`config.mk`:
```
export PLATFORM = sky130hd
export DESIGN_NAME = serial_bit_tx
export DESIGN_NICKNAME = d
export VERILOG_FILES = /design/src/rtl/bitline_pkg.sv /design/src/rtl/bitline_shifter.sv /design/src/rtl/serial_bit_tx.sv
export SDC_FILE = /design/constraint.sdc
export NUM_CORES = 1
export LEC_CHECK = 0
export ABC_AREA = 0
export CAP_MARGIN = 0
export CORE_MARGIN = 1.5
export CORE_UTILIZATION = 42
export DETAILED_ROUTE_END_ITERATION = 10
export GPL_TIMING_DRIVEN = 0
export PLACE_DENSITY = 0.66
export SYNTH_ARGS = -nofsm -noshare
export SYNTH_HDL_FRONTEND = slang
export SYNTH_SLANG_ARGS = --single-unit
```
`constraint.sdc`:
```
create_clock -name CLK -period 1.9 [get_ports CLK]
set_clock_uncertainty 0.15 [all_clocks]
set_input_delay 0.19 -clock CLK [delete_from_list [all_inputs] [get_ports CLK]]
set_output_delay 0.19 -clock CLK [all_outputs]
set_load 0.005 [all_outputs]
```
`src/rtl/bitline_pkg.sv`:
```
// bitline_pkg: shared BITLINE frame definitions for transmitter and receiver
package bitline_pkg;
  typedef enum logic [2:0] {
    ST_IDLE,
    ST_PRE,
    ST_START,
    ST_DATA,
    ST_STOP,
    ST_GAP
  } state_e;
  localparam logic LINE_IDLE = 1'b0;
  localparam logic LINE_PRE = 1'b1;
  localparam logic LINE_START = 1'b0;
  localparam logic LINE_STOP = 1'b0;
  localparam int NBITS_DEFAULT = 8;
  function automatic int max_of(input int a, input int b);
    return a > b ? a : b;
  endfunction
endpackage

```
`src/rtl/bitline_shifter.sv`:
```
// bitline_shifter: parallel-load left-shift register exposing the MSB it will hold next cycle
module bitline_shifter import bitline_pkg::*; #(
  parameter int NBITS = NBITS_DEFAULT
) (
  input  logic             clk,
  input  logic             rst,
  input  logic             load,
  input  logic             shift,
  input  logic [NBITS-1:0] din,
  output logic             next_msb
);
  logic [NBITS-1:0] sh_q, sh_d;
  // load wins over shift; shifting zero-fills from the right
  always_comb sh_d = load ? din : shift ? sh_q << 1 : sh_q;
  assign next_msb = sh_d[NBITS-1];
  // shift register state
  always_ff @(posedge clk) sh_q <= rst ? '0 : sh_d;
endmodule

```
`src/rtl/serial_bit_tx.sv`:
```
// serial_bit_tx: BITLINE frame transmitter (preamble, start, data MSB-first, stop, optional gap)
module serial_bit_tx import bitline_pkg::*; #(
  parameter int NBITS           = NBITS_DEFAULT,
  parameter int PREAMBLE_CYCLES = 1,
  parameter int GAP_CYCLES      = 0
) (
  input  logic             CLK,
  input  logic             RST,
  input  logic             WREN,
  input  logic [NBITS-1:0] WDATA,
  output logic             READY,
  output logic             BITLINE,
  output logic             BUSY
);
  localparam int CW = $clog2(max_of(max_of(NBITS, PREAMBLE_CYCLES), max_of(GAP_CYCLES, 2)));
  localparam logic [CW-1:0] PRE_LAST = CW'(PREAMBLE_CYCLES - 1);
  localparam logic [CW-1:0] DATA_LAST = CW'(NBITS - 1);
  localparam logic [CW-1:0] GAP_LAST = CW'(GAP_CYCLES > 0 ? GAP_CYCLES - 1 : 0);
  state_e state_q, state_d;
  logic [CW-1:0] cnt_q, cnt_d;
  logic bit_q, bit_d, busy_q, busy_d, xfer, next_msb;
  assign READY = state_q == ST_IDLE || (GAP_CYCLES == 0 && state_q == ST_STOP);
  assign xfer = WREN & READY;
  assign BITLINE = bit_q;
  assign BUSY = busy_q;
  bitline_shifter #(.NBITS(NBITS)) u_shift (
    .clk     (CLK),
    .rst     (RST),
    .load    (xfer),
    .shift   (state_q == ST_DATA),
    .din     (WDATA),
    .next_msb(next_msb)
  );
  // next state and counter; STOP chains straight into PREAMBLE when no gap is configured
  always_comb begin
    state_d = state_q;
    cnt_d = cnt_q;
    case (state_q)
      ST_IDLE: begin
        state_d = xfer ? ST_PRE : ST_IDLE;
        cnt_d = '0;
      end
      ST_PRE: begin
        state_d = cnt_q == PRE_LAST ? ST_START : ST_PRE;
        cnt_d = cnt_q == PRE_LAST ? '0 : cnt_q + CW'(1);
      end
      ST_START: begin
        state_d = ST_DATA;
        cnt_d = '0;
      end
      ST_DATA: begin
        state_d = cnt_q == DATA_LAST ? ST_STOP : ST_DATA;
        cnt_d = cnt_q == DATA_LAST ? cnt_q : cnt_q + CW'(1);
      end
      ST_STOP: begin
        state_d = GAP_CYCLES > 0 ? ST_GAP : xfer ? ST_PRE : ST_IDLE;
        cnt_d = '0;
      end
      ST_GAP: begin
        state_d = cnt_q == GAP_LAST ? ST_IDLE : ST_GAP;
        cnt_d = cnt_q == GAP_LAST ? '0 : cnt_q + CW'(1);
      end
      default: begin
        state_d = ST_IDLE;
        cnt_d = '0;
      end
    endcase
  end
  // line level and busy flag for the upcoming state, so both come straight from flops
  always_comb begin
    bit_d = state_d == ST_PRE   ? LINE_PRE :
            state_d == ST_DATA  ? next_msb :
            state_d == ST_START ? LINE_START :
            state_d == ST_STOP  ? LINE_STOP : LINE_IDLE;
    busy_d = state_d != ST_IDLE;
  end
  // FSM, counter and registered outputs; reset drops any frame in flight
  always_ff @(posedge CLK) begin
    if (RST) begin
      state_q <= ST_IDLE;
      cnt_q <= '0;
      bit_q <= LINE_IDLE;
      busy_q <= 1'b0;
    end else begin
      state_q <= state_d;
      cnt_q <= cnt_d;
      bit_q <= bit_d;
      busy_q <= busy_d;
    end
  end
endmodule

```
==> run_results.csv <==
group,metric,value,unit
outcome,status,"finished clean",
pwr,leakagePower,0.418,nW
yosys,netlist_area,768,um^2
floorplanning,fp.coreArea,0.00173,mm^2
place,dpl.hpwl,1.03,mm
yosys,synth_area_leaders,"dfxtp_1, mux2i_1, a211oi_1, nor2_1, ha_1",
floorplanning,fp.dieW,45.8,um
floorplanning,io_pins,14,
place,port_buffers,13,
floorplanning,die_y,45.8,um
critical_path,path_cells,"buf_2 -> nor2_2 -> clkdlybuf4s50_1",
clock_network,cts_buffers,3,
final_layout,drive_gt1_share,10.8,%
global_routing,overflow,0,
detailed_routing,wl_met3,71,um
global_routing,grt_pass1_wl,2.39,mm
critical_path,cp-end-kind,"output pin",
final_layout,fin_nets,117,
yosys,yosysTopAreaCellShare,41.7,%
pwr,seq_power_share,49.2,%
global_routing,antenna_found_initial,0,
sta,slew_violations,0,
detailed_routing,drtAntennaViolNets,0,
floorplanning,dieArea,0.00209,mm^2
critical_path,crit_fanout,10,
critical_path,worstSetupPathType,"reg -> out",
critical_path,cp_slowest_cell,"clkdlybuf4s50_1",
detailed_routing,wl_met2,619,um
pwr,p_sw,0.000196,W
sta,setup-tns-final,0,ns
sta,relSlewSlack,70.4,%
yosys,seq_area_frac_synth,41.7,%
yosys,ys_ff_latch,16,
sta,report.final.setup_viol,0,
clock_network,cts.repair.resized,0,
place,place_congestion,0.787,
pwr,power_density,794,mW/mm^2
clock_network,cts_buffer_depth,2,
clock_network,cts_hold_buffers,0,
critical_path,critPathBufInv,2,
pwr,power_frac_comb,21.7,%
pwr,swShare,25.5,%
yosys,ys_types,24,
pwr,internal_power,0.000573,W
detailed_routing,drt_iter0_drc,5,
detailed_routing,avgViaCountPerCell,5.02,
global_routing,grt_pass1_vias,563,
critical_path,required,1.56,ns
critical_path,worstPathArrival,1.44,ns
yosys,postSynthAreaPerCell,9.04,um^2
yosys,yosys_warnings,0,
global_routing,grt_start_max_net_pins,11,
critical_path,critPathLaunchType,"flop",
detailed_routing,wl_per_cell,10.8,um
hold_path,worstHoldPathType,"in -> reg",
pwr,max-vdd-ir-drop,0.000512,V
yosys,synth_fp_nets,99,
clock_network,cts.sinks,16,
detailed_routing,wl_met1,649,um
critical_path,critPathTopFamily,"buffers and inverters",
sta,fin_crit,1.78,ns
clock_network,clock_latency,0.29,ns
global_routing,grtUsageTotal,16.6,%
clock_network,path_clk_slew,0.09,ns
final_layout,diodes,0,
detailed_routing,drc,0,
detailed_routing,dr.pass1.iters,4,
final_layout,regArea,320,um^2
sta,post-route-period-util,93.6,%
final_layout,syn_to_final_growth,26.2,%
flow_run,drv_cap,0,
yosys,syn_inst,85,
clock_network,h-tree-depth,1,
yosys,synth_top_area_cell,"dfxtp_1",
detailed_routing,num_vias,638,
final_layout,multi_input_area,389,um^2
floorplanning,initial_core_util,44.5,%
detailed_routing,routed_wl,1.38,mm
sta,max_freq,562,MHz
clock_network,clock-root-buffer,"clkbuf_4",
sta,tightest_slew,0.444,ns
pwr,clkPwrFrac,29.1,%
pwr,totalPowerFinal,0.000770,W
critical_path,slowest_delay,0.51,ns
clock_network,post_cts_buffers,0,
final_layout,fillers,170,
detailed_routing,dr.max_layer_used,"met4",
sta,hold_violations,0,
sta,rsz0062_at_grt,"false",
clock_network,cts_tree,"built",
floorplanning,rows,15,
## synth_stat cells
library cell / count
inv_1: 4
mux2i_1: 7
a32oi_1: 2
nor2b_1: 2
clkbuf_1: 2
buf_6: 3
dfxtp_1: 16
a211oi_1: 7
a31oi_2: 1
buf_2: 1
nor2_1: 14
o211a_1: 1
o22ai_1: 1
ha_1: 3
nand2_1: 5
nor3_1: 1
nand3b_1: 2
nand2b_1: 2
o21ai_0: 1
a21o_1: 1
nand3_1: 4
nor3b_1: 1
or3b_1: 1
a21oi_1: 3
## final cells by class
type	count	share of cell area (%)
Tap cell	25	3.23
Timing Repair Buffer	13	13.4
Buffer	6	4.90
Clock buffer	4	3.74
Multi-Input combinational cell	59	40.1
Inverter	4	1.55
Sequential cell	16	33.0
## power by group through the flow
stage	registers (W)	logic (W)	clock network, W
after global routing	0.000382	0.000188	0.000247
after global placement	0.000386	0.000165	0
after floorplan	0.000384	0.000107	0
after CTS	0.000379	0.000168	0.000234
after detailed placement	0.000387	0.000166	0
final	0.000378	0.000167	0.000224
## sequential cells by signal, indices dropped and copies added (netlist names)
signal / count
cnt_q: 3
state_q: 3
u_shift.sh_q: 8
BUSY: 1
BITLINE: 1
## path summary, 6_finish.rpt
| check | endpoint | cells after the start | slack, ns | startpoint |
|---|---|---|---|---|
| max | READY | 3 | 0.12 | state_q[0]$_SDFF_PP0_ |
| min | u_shift.sh_q[0]$_SDFFE_PP0P_ | 3 | 0.31 | WDATA[0] |
| max reg2reg | BITLINE$_SDFF_PP0_ | 6 | 0.31 | cnt_q[0]$_SDFFE_PP0N_ |
| min reg2reg | cnt_q[0]$_SDFFE_PP0N_ | 2 | 0.33 | cnt_q[0]$_SDFFE_PP0N_ |
## per-layer routing
layer,vias to the layer above,GRT usage (%)
met5,-,0
met4,0,8.57
met3,4,7.14
met2,14,25.4
met1,287,19.6
li1,333,-
## logic make-up (layout without fill, tap and decap cells)
logic type	after synthesis	after routing	synth area share, %
and+or+nand+nor	32	32	19.9
AOI/OAI and AO/OA	17	17	16.4
DFF	16	16	41.7
buffers and inverters	10	27	7.98
muxes	7	7	9.12
adders and majority gates	3	3	4.89
## stage by stage
step,cell area (um^2),cells,setup slack (ns),util [%],hold slack [ns]
floorplan,768,85,0.406,-,0.112
global placement,930,123,0.0705,53.8,0.313
detailed placement,930,123,0.0440,53.8,0.323
CTS,966,127,0.00585,55.9,0.310
global route,970,127,0.0305,56.2,0.326
finish,970,127,0.121,56.2,0.315
## layout by cell type (no fill, tap or decap), drive strengths merged
cell	n
a31oi	1
buf	5
a21o	1
nor2	14
o21ai	1
nor2b	2
or3b	1
nand3	4
nand2	5
a32oi	2
inv	4
dfxtp	16
a211oi	7
a21oi	3
o211a	1
clkdlybuf4s50	13
nand3b	2
nand2b	2
nor3b	1
ha	3
clkbuf	5
nor3	1
o22ai	1
mux2i	7
## worst register-to-register path: cells and delay by family (launching register included)
family,cells,cell delay [ns]
DFF,1,0.34
and+or+nand+nor,2,0.40
adders and majority gates,1,0.13
buffers and inverters,1,0.07
AOI/OAI and AO/OA,2,0.40
Note: power is estimated with default switching activity, not from simulation.
